===== src/rtl/mdio_pkg.sv =====
`default_nettype none
// ============================================================================
// Module   : mdio_pkg
// Purpose  : Shared widths, constants and FSM encoding for the MDIO arbiter.
// Revision : 1.0
// ============================================================================
package mdio_pkg;

    localparam int MDIO_ADDR_W = 5;
    localparam int MDIO_DATA_W = 16;
    localparam logic [MDIO_DATA_W-1:0] MDIO_ERR_DATA = 16'hFFFF;
    localparam int DEFAULT_TIMEOUT = 4096;

    typedef enum logic [1:0] {
        IDLE = 2'd0,
        WAIT = 2'd1,
        DONE = 2'd2
    } state_t;

    // Requester index reached by stepping 'offset' places past 'last', wrapping at n.
    function automatic int rr_index(input int last, input int offset, input int n);
        return (last + offset) % n;
    endfunction

endpackage
`default_nettype wire


===== src/rtl/mdio_arbiter_if.sv =====
`default_nettype none
// ============================================================================
// Module   : mdio_arbiter_if
// Purpose  : Requester and MDIO-engine signal bundle around the arbiter.
// Revision : 1.0
// ============================================================================
interface mdio_arbiter_if #(
    parameter int NREQ = 2
);
    import mdio_pkg::*;

    logic [NREQ-1:0]             req_valid;
    logic [NREQ-1:0]             req_wr;
    logic [MDIO_ADDR_W*NREQ-1:0] req_phy_addr;
    logic [MDIO_ADDR_W*NREQ-1:0] req_reg_addr;
    logic [MDIO_DATA_W*NREQ-1:0] req_wdata;
    logic [NREQ-1:0]             req_ready;
    logic [NREQ-1:0]             rsp_valid;
    logic [MDIO_DATA_W-1:0]      rsp_rdata;
    logic                        rsp_err;
    logic                        eng_start;
    logic                        eng_wr;
    logic [MDIO_ADDR_W-1:0]      eng_phy_addr;
    logic [MDIO_ADDR_W-1:0]      eng_reg_addr;
    logic [MDIO_DATA_W-1:0]      eng_wdata;
    logic                        eng_done;
    logic [MDIO_DATA_W-1:0]      eng_rdata;
    logic                        busy;

    // The arbiter itself.
    modport slave (
        input  req_valid, req_wr, req_phy_addr, req_reg_addr, req_wdata,
        input  eng_done, eng_rdata,
        output req_ready, rsp_valid, rsp_rdata, rsp_err,
        output eng_start, eng_wr, eng_phy_addr, eng_reg_addr, eng_wdata, busy
    );

    // Everything around it: the requesters and the MDIO engine.
    modport master (
        output req_valid, req_wr, req_phy_addr, req_reg_addr, req_wdata,
        output eng_done, eng_rdata,
        input  req_ready, rsp_valid, rsp_rdata, rsp_err,
        input  eng_start, eng_wr, eng_phy_addr, eng_reg_addr, eng_wdata, busy
    );

endinterface
`default_nettype wire


===== src/rtl/rr_arbiter.sv =====
`default_nettype none
// ============================================================================
// Module   : rr_arbiter
// Purpose  : Combinational round-robin pick starting just after last_grant.
// Revision : 1.0
// ============================================================================
module rr_arbiter
    import mdio_pkg::*;
#(
    parameter int NREQ  = 2,
    parameter int IDX_W = 1
) (
    input  wire logic [NREQ-1:0]  i_req,
    input  wire logic [IDX_W-1:0] i_last_grant,
    output logic      [NREQ-1:0]  o_grant,
    output logic      [IDX_W-1:0] o_grant_idx,
    output logic                  o_any_req
);

    always_comb begin
        o_grant     = '0;
        o_grant_idx = '0;
        o_any_req   = |i_req;
        // Scan farthest-first so the nearest requester after last_grant is written last and wins.
        for (int k = NREQ; k >= 1; k--) begin
            if (i_req[rr_index(int'(i_last_grant), k, NREQ)]) begin
                o_grant = '0;
                o_grant[rr_index(int'(i_last_grant), k, NREQ)] = 1'b1;
                o_grant_idx = IDX_W'(rr_index(int'(i_last_grant), k, NREQ));
            end
        end
    end

endmodule
`default_nettype wire


===== src/rtl/mdio_arbiter.sv =====
`default_nettype none
// ============================================================================
// Module   : mdio_arbiter
// Purpose  : Round-robin sharing of one MDIO engine with a WAIT-state watchdog.
// Revision : 1.0
// ============================================================================
module mdio_arbiter
    import mdio_pkg::*;
#(
    parameter int NREQ        = 2,
    parameter int TIMEOUT_CYC = DEFAULT_TIMEOUT
) (
    input wire logic     clk,
    input wire logic     rst,
    mdio_arbiter_if.slave bus
);

    localparam int c_IDX_W = (NREQ > 1) ? $clog2(NREQ) : 1;
    localparam int c_TMR_W = (TIMEOUT_CYC > 1) ? $clog2(TIMEOUT_CYC) : 1;
    localparam logic [c_TMR_W-1:0] c_TMR_LAST = c_TMR_W'(TIMEOUT_CYC - 1);
    localparam logic [c_TMR_W-1:0] c_TMR_MAX  = {c_TMR_W{1'b1}};
    localparam logic [c_IDX_W-1:0] c_IDX_RST  = c_IDX_W'(NREQ - 1);

    state_t                 r_state;
    logic [c_IDX_W-1:0]     r_last_grant;
    logic [c_IDX_W-1:0]     r_grant_idx;
    logic [NREQ-1:0]        r_grant_oh;
    logic [c_TMR_W-1:0]     r_timer;
    logic [NREQ-1:0]        r_req_ready;
    logic [NREQ-1:0]        r_rsp_valid;
    logic [MDIO_DATA_W-1:0] r_rsp_rdata;
    logic                   r_rsp_err;
    logic                   r_eng_start;
    logic                   r_eng_wr;
    logic [MDIO_ADDR_W-1:0] r_eng_phy_addr;
    logic [MDIO_ADDR_W-1:0] r_eng_reg_addr;
    logic [MDIO_DATA_W-1:0] r_eng_wdata;
    logic                   r_busy;

    logic [NREQ-1:0]        w_grant;
    logic [c_IDX_W-1:0]     w_grant_idx;
    logic                   w_any_req;
    logic                   w_sel_wr;
    logic [MDIO_ADDR_W-1:0] w_sel_phy_addr;
    logic [MDIO_ADDR_W-1:0] w_sel_reg_addr;
    logic [MDIO_DATA_W-1:0] w_sel_wdata;

    rr_arbiter #(
        .NREQ  (NREQ),
        .IDX_W (c_IDX_W)
    ) u_rr (
        .i_req        (bus.req_valid),
        .i_last_grant (r_last_grant),
        .o_grant      (w_grant),
        .o_grant_idx  (w_grant_idx),
        .o_any_req    (w_any_req)
    );

    assign w_sel_wr       = bus.req_wr[w_grant_idx];
    assign w_sel_phy_addr = bus.req_phy_addr[int'(w_grant_idx)*MDIO_ADDR_W +: MDIO_ADDR_W];
    assign w_sel_reg_addr = bus.req_reg_addr[int'(w_grant_idx)*MDIO_ADDR_W +: MDIO_ADDR_W];
    assign w_sel_wdata    = bus.req_wdata[int'(w_grant_idx)*MDIO_DATA_W +: MDIO_DATA_W];

    always_ff @(posedge clk or posedge rst) begin
        if (rst) begin
            r_state        <= IDLE;
            r_last_grant   <= c_IDX_RST;
            r_grant_idx    <= '0;
            r_grant_oh     <= '0;
            r_timer        <= '0;
            r_req_ready    <= '0;
            r_rsp_valid    <= '0;
            r_rsp_rdata    <= '0;
            r_rsp_err      <= 1'b0;
            r_eng_start    <= 1'b0;
            r_eng_wr       <= 1'b0;
            r_eng_phy_addr <= '0;
            r_eng_reg_addr <= '0;
            r_eng_wdata    <= '0;
            r_busy         <= 1'b0;
        end else begin
            r_req_ready <= '0;
            r_eng_start <= 1'b0;
            case (r_state)
                IDLE: begin
                    if (w_any_req) begin
                        r_grant_idx    <= w_grant_idx;
                        r_grant_oh     <= w_grant;
                        r_req_ready    <= w_grant;
                        r_eng_start    <= 1'b1;
                        r_eng_wr       <= w_sel_wr;
                        r_eng_phy_addr <= w_sel_phy_addr;
                        r_eng_reg_addr <= w_sel_reg_addr;
                        r_eng_wdata    <= w_sel_wdata;
                        r_timer        <= '0;
                        r_busy         <= 1'b1;
                        r_state        <= WAIT;
                    end
                end
                WAIT: begin
                    if (r_timer != c_TMR_MAX) begin
                        r_timer <= r_timer + 1'b1;
                    end
                    // A completion landing on the timeout cycle still counts as success.
                    if (bus.eng_done) begin
                        r_rsp_rdata <= bus.eng_rdata;
                        r_rsp_err   <= 1'b0;
                        r_rsp_valid <= r_grant_oh;
                        r_state     <= DONE;
                    end else if (r_timer == c_TMR_LAST) begin
                        r_rsp_rdata <= MDIO_ERR_DATA;
                        r_rsp_err   <= 1'b1;
                        r_rsp_valid <= r_grant_oh;
                        r_state     <= DONE;
                    end
                end
                DONE: begin
                    r_rsp_valid  <= '0;
                    r_last_grant <= r_grant_idx;
                    r_busy       <= 1'b0;
                    r_state      <= IDLE;
                end
                default: begin
                    r_state <= IDLE;
                end
            endcase
        end
    end

    assign bus.req_ready    = r_req_ready;
    assign bus.rsp_valid    = r_rsp_valid;
    assign bus.rsp_rdata    = r_rsp_rdata;
    assign bus.rsp_err      = r_rsp_err;
    assign bus.eng_start    = r_eng_start;
    assign bus.eng_wr       = r_eng_wr;
    assign bus.eng_phy_addr = r_eng_phy_addr;
    assign bus.eng_reg_addr = r_eng_reg_addr;
    assign bus.eng_wdata    = r_eng_wdata;
    assign bus.busy         = r_busy;

endmodule
`default_nettype wire


===== src/flat_wrapper.sv =====
// flat-port wrapper written by rule: the top's interface ports become plain ports
module mdio_arbiter_flat import mdio_pkg::*;
#(
    parameter int NREQ        = 2,
    parameter int TIMEOUT_CYC = DEFAULT_TIMEOUT
)
  (clk, rst, bus_req_valid, bus_req_wr, bus_req_phy_addr, bus_req_reg_addr, bus_req_wdata, bus_eng_done, bus_eng_rdata, bus_req_ready, bus_rsp_valid, bus_rsp_rdata, bus_rsp_err, bus_eng_start, bus_eng_wr, bus_eng_phy_addr, bus_eng_reg_addr, bus_eng_wdata, bus_busy);
  mdio_arbiter_if #(.NREQ(NREQ)) bus_i ();
  input wire logic clk;
  input wire logic rst;
  input wire logic [$bits(bus_i.req_valid)-1:0] bus_req_valid;
  input wire logic [$bits(bus_i.req_wr)-1:0] bus_req_wr;
  input wire logic [$bits(bus_i.req_phy_addr)-1:0] bus_req_phy_addr;
  input wire logic [$bits(bus_i.req_reg_addr)-1:0] bus_req_reg_addr;
  input wire logic [$bits(bus_i.req_wdata)-1:0] bus_req_wdata;
  input wire logic [$bits(bus_i.eng_done)-1:0] bus_eng_done;
  input wire logic [$bits(bus_i.eng_rdata)-1:0] bus_eng_rdata;
  output wire logic [$bits(bus_i.req_ready)-1:0] bus_req_ready;
  output wire logic [$bits(bus_i.rsp_valid)-1:0] bus_rsp_valid;
  output wire logic [$bits(bus_i.rsp_rdata)-1:0] bus_rsp_rdata;
  output wire logic [$bits(bus_i.rsp_err)-1:0] bus_rsp_err;
  output wire logic [$bits(bus_i.eng_start)-1:0] bus_eng_start;
  output wire logic [$bits(bus_i.eng_wr)-1:0] bus_eng_wr;
  output wire logic [$bits(bus_i.eng_phy_addr)-1:0] bus_eng_phy_addr;
  output wire logic [$bits(bus_i.eng_reg_addr)-1:0] bus_eng_reg_addr;
  output wire logic [$bits(bus_i.eng_wdata)-1:0] bus_eng_wdata;
  output wire logic [$bits(bus_i.busy)-1:0] bus_busy;
  assign bus_i.req_valid = bus_req_valid;
  assign bus_i.req_wr = bus_req_wr;
  assign bus_i.req_phy_addr = bus_req_phy_addr;
  assign bus_i.req_reg_addr = bus_req_reg_addr;
  assign bus_i.req_wdata = bus_req_wdata;
  assign bus_i.eng_done = bus_eng_done;
  assign bus_i.eng_rdata = bus_eng_rdata;
  assign bus_req_ready = bus_i.req_ready;
  assign bus_rsp_valid = bus_i.rsp_valid;
  assign bus_rsp_rdata = bus_i.rsp_rdata;
  assign bus_rsp_err = bus_i.rsp_err;
  assign bus_eng_start = bus_i.eng_start;
  assign bus_eng_wr = bus_i.eng_wr;
  assign bus_eng_phy_addr = bus_i.eng_phy_addr;
  assign bus_eng_reg_addr = bus_i.eng_reg_addr;
  assign bus_eng_wdata = bus_i.eng_wdata;
  assign bus_busy = bus_i.busy;
  mdio_arbiter #(.NREQ(NREQ), .TIMEOUT_CYC(TIMEOUT_CYC)) u_core (.clk(clk), .rst(rst), .bus(bus_i));
endmodule

===== config.mk =====
export PLATFORM = sky130hd
export DESIGN_NAME = mdio_arbiter_flat
export DESIGN_NICKNAME = d
export VERILOG_FILES = /design/src/rtl/mdio_pkg.sv /design/src/rtl/mdio_arbiter_if.sv /design/src/rtl/rr_arbiter.sv /design/src/rtl/mdio_arbiter.sv /design/src/flat_wrapper.sv
export SDC_FILE = /design/constraint.sdc
export NUM_CORES = 1
export LEC_CHECK = 0
export CAP_MARGIN = 20
export CELL_PAD_IN_SITES_DETAIL_PLACEMENT = 1
export CELL_PAD_IN_SITES_GLOBAL_PLACEMENT = 2
export CORE_ASPECT_RATIO = 0.9
export CORE_UTILIZATION = 24
export CTS_BUF_LIST = sky130_fd_sc_hd__clkbuf_8
export CTS_CLUSTER_SIZE = 16
export DETAILED_ROUTE_END_ITERATION = 7
export HOLD_SLACK_MARGIN = 0.05
export PLACE_DENSITY = 0.77
export SLEW_MARGIN = 20
export SYNTH_ARGS = -nofsm -noshare
export SYNTH_HDL_FRONTEND = slang
export SYNTH_SLANG_ARGS = --single-unit

===== constraint.sdc =====
create_clock -name clk -period 2 [get_ports clk]
set_clock_uncertainty 0.05 [all_clocks]
set_input_delay 0.4 -clock clk [delete_from_list [all_inputs] [get_ports clk]]
set_output_delay 0.4 -clock clk [all_outputs]
set_load 0.01 [all_outputs]

==> metrics.txt <==
WS Path Type=register to register; yosys warns=0; net switching power=2.33 mW; Starting Density=24.6%; Row Count=39; Crit-path slowest cell=dfrtp_1; flop2flop setup slack=0.17 ns; Final Cell Area=4950 sq um; Yosys reg bits=between 60 and 70; initial drt markers=just over 80; count of final setup violators=0; Seq pwr share=~34%; router iterations before antenna repair=4; Sw Ratio=35.7%; critical path arrival=2.03 ns; Max Slew Vio Count=0; critical path capture point type=register; worst ir drop on vdd=595 uV; fin cells=598; Period minus WS final=1.83 ns; Worst Setup Start Kind=register; crit-path max FO=10; main flop type after synthesis=dfrtp_1; Critical Path RT=2.20 ns; number of I/O port buffers=around 120; Worst-Margin Slew=0.643 ns; I/O pins=125; Core Util, Final=38.8%; Synth cell types=43; CTS Buf Count=9; antenna violation net count after detailed routing=0; Placeable Area=12700 sq um; P per Cell Area=1320 nW/um^2; Internal=4.20 mW; wire length per cell=15.9 um; Placed Area=~4700 sq um; Clock Tree Buf Depth=2; critical path cell sequence=ha_1 -> and3_1 -> a41o_1 -> or2_4 -> o311ai_1; Placed Cells incl. Taps=582; CTS Sinks=67; initial antenna violation count=0; vias in the first global route=between 3k and 4k; Placer Congestion=0.779; Clock power frac=18.4%; detailed-route via count=2806; Seq/Total Area, Yosys=53.5%; Crit path largest cell delay=around 0.42 ns; R2R Path Start=u_core.r_timer[0]$_DFFE_PP0P_; Die X=about 120 um; Layout area overhead=57.8%; H-tree Lvls=3; layout cells sized above 1=11.3%; Leakage=2.04 nW; Worst R2R Path Depth=5; largest net degree at the start of global routing=47; # Max-Cap Violations=0; Reg clk slew, reported paths=0.07 ns; Post-synth ARST share=100%; Post-synth EDFFs=0; Clock Latency Late Sink=approximately 0.35 ns; die height=approximately 110 um; setup bufs post-CTS=0; Routed WL=9.50 mm; Final Hold Fails=0; Final nets=508; Comb pwr share=47.8%; Vias/cell=4.69; synthesized area=3130 sq um; root buf cell=clkbuf_8; Total Routing Usage GR=around 15%; antenna cells=0; Mean Syn Cell Area=10.7 sq um; RSZ-0062 raised after global routing=false; DIE AREA=13500 sq um; outcome=completed; CTS tree=yes; first-pass GRT wire length=15.7 mm; synthesized instance count=292; gr ovfl total=0; Max Clk Rate=0.546 GHz; final hold slack=0.332 ns; fillcell total=1396; # DRC=0; slew margin rel.=57.1%; reg2reg end=u_core.r_timer[4]$_DFFE_PP0P_; hold crit path type=input pin to async pin; fin crit share=91.6%; post-DP HPWL=7.13 mm; post-synth net total=371; CTS Hold Buffers Added=0
worst max-delay path by stage:
stage / from / endpoint / slack (ns)
4_1_cts: u_core.r_timer[0]$_DFFE_PP0P_ / u_core.r_timer[4]$_DFFE_PP0P_ / 0.002
3_3_place_gp: u_core.r_state[1]$_DFFE_PP0P_ / u_core.r_timer[4]$_DFFE_PP0P_ / -0.006
2_1_floorplan: u_core.r_timer[0]$_DFFE_PP0P_ / u_core.r_timer[2]$_DFFE_PP0P_ / 0.19
5_1_grt: u_core.r_timer[0]$_DFFE_PP0P_ / u_core.bus.rsp_rdata[15]$_DFFE_PP0P_ / 0.02
3_5_place_dp: u_core.r_state[1]$_DFFE_PP0P_ / u_core.r_timer[4]$_DFFE_PP0P_ / -0.07
6_report: u_core.r_timer[0]$_DFFE_PP0P_ / u_core.r_timer[4]$_DFFE_PP0P_ / 0.17
per-layer routing:
metal | routed length (um) | track usage (%) | vias to the layer above
met5 | 0 | 0 | -
met4 | 104 | 4.15 | 0
met3 | 449 | 4.03 | 8
met2 | 4590 | 24.3 | 73
met1 | 4360 | 19.1 | 1398
li1 | - | - | 1327
cell usage after synthesis, drive strengths merged (3+ instances only):
cell    number  area [sq um]
and3         4          25.0
and4         3          31.3
buf         10          61.3
clkbuf       8          30.0
dfrtp       66          1650
ha           4          50.1
inv          8          30.0
mux2i       29           290
nand2       39           146
nand2b       4          25.0
nand3        7          35.0
nand3b      12          90.1
nor2         4          17.5
o21a         9          67.6
o21ai       43           215
o221ai       6          52.6
o22a        10          87.6
cells in the final DEF, fill, tap and decap left out, types with 9 or more instances in the layout:
cell             instances
o21a_1                   9
o22a_1                  10
dfrtp_1                 66
nand3b_1                12
o21ai_0                 38
clkbuf_8                11
nand2_1                 39
clkdlybuf4s50_1        124
buf_4                   16
mux2i_1                 29
worst max-delay path, delay by kind of cell, from the launching register on:
family                   cells  cell delay [ns]
AO/OA/AOI/OAI                2             0.52
adder cells (fa/ha/maj)      1             0.22
flip-flops                   1             0.42
AND/OR/NAND/NOR              2             0.52
power by group through the flow:
stage | combinational, mW | clock [mW] | sequential, mW
4_1_cts | 3.12 | 1.24 | 2.22
2_1_floorplan | 1.26 | 0 | 2.42
6_report | 3.12 | 1.20 | 2.21
3_3_place_gp | 3.04 | 0 | 2.22
3_5_place_dp | 3.09 | 0 | 2.25
5_1_grt | 3.43 | 1.29 | 2.29
cell type report:
cell class / instances / area, sq um / share of cell area [%]
clock inverters: 5 / 61.3 / 1.24
flip-flops and latches: 67 / 1680 / 33.9
multi-input cells: 199 / 1380 / 27.8
inverters: 8 / 33.8 / 0.683
clock buffers: 11 / 151 / 3.06
repair buffers: 144 / 1440 / 29.1
well taps: 164 / 205 / 4.15
stage by stage:
step	total power [mW]	TNS (ns)	setup slack, ns
floorplan	3.68	0	0.192
global placement	5.26	-0.00600	-0.00600
detailed placement	5.34	-0.112	-0.0730
CTS	6.58	0	0.00161
global route	7.00	0	0.0207
finish	6.53	0	0.168
flip-flops by register name, indices dropped and copies added, names as in the netlist:
| name | count |
|---|---|
| u_core.bus.eng_wdata | 16 |
| u_core.bus.rsp_valid | 2 |
| u_core.r_state | 2 |
| u_core.bus.eng_start | 1 |
| u_core.bus.req_ready | 2 |
| u_core.bus.rsp_rdata | 16 |
| u_core.bus.eng_reg_addr | 5 |
| u_core.bus.rsp_err | 1 |
| u_core.r_grant_oh | 2 |
| u_core.r_timer | 12 |
| u_core.bus.eng_phy_addr | 5 |
| u_core.r_last_grant | 1 |
| u_core.bus.eng_wr | 1 |
| u_core.bus.busy | 1 |
what timing repair did:
item,CTS,global route
setup endpoints to repair,4,7
cloned,0,0
resized for setup,1,4
cell families (layout without fill, tap and decap cells):
| logic type | Yosys count | count (layout) | synth area share, % |
|---|---|---|---|
| AOI/OAI and AO/OA | 85 | 85 | 18.2 |
| and+or+nand+nor | 81 | 81 | 13.6 |
| DFF | 67 | 67 | 53.5 |
| muxes | 29 | 29 | 9.26 |
| buffers and inverters | 26 | 168 | 3.87 |
| adders and majority gates | 4 | 4 | 1.60 |
(Power assumes the default switching activity.)
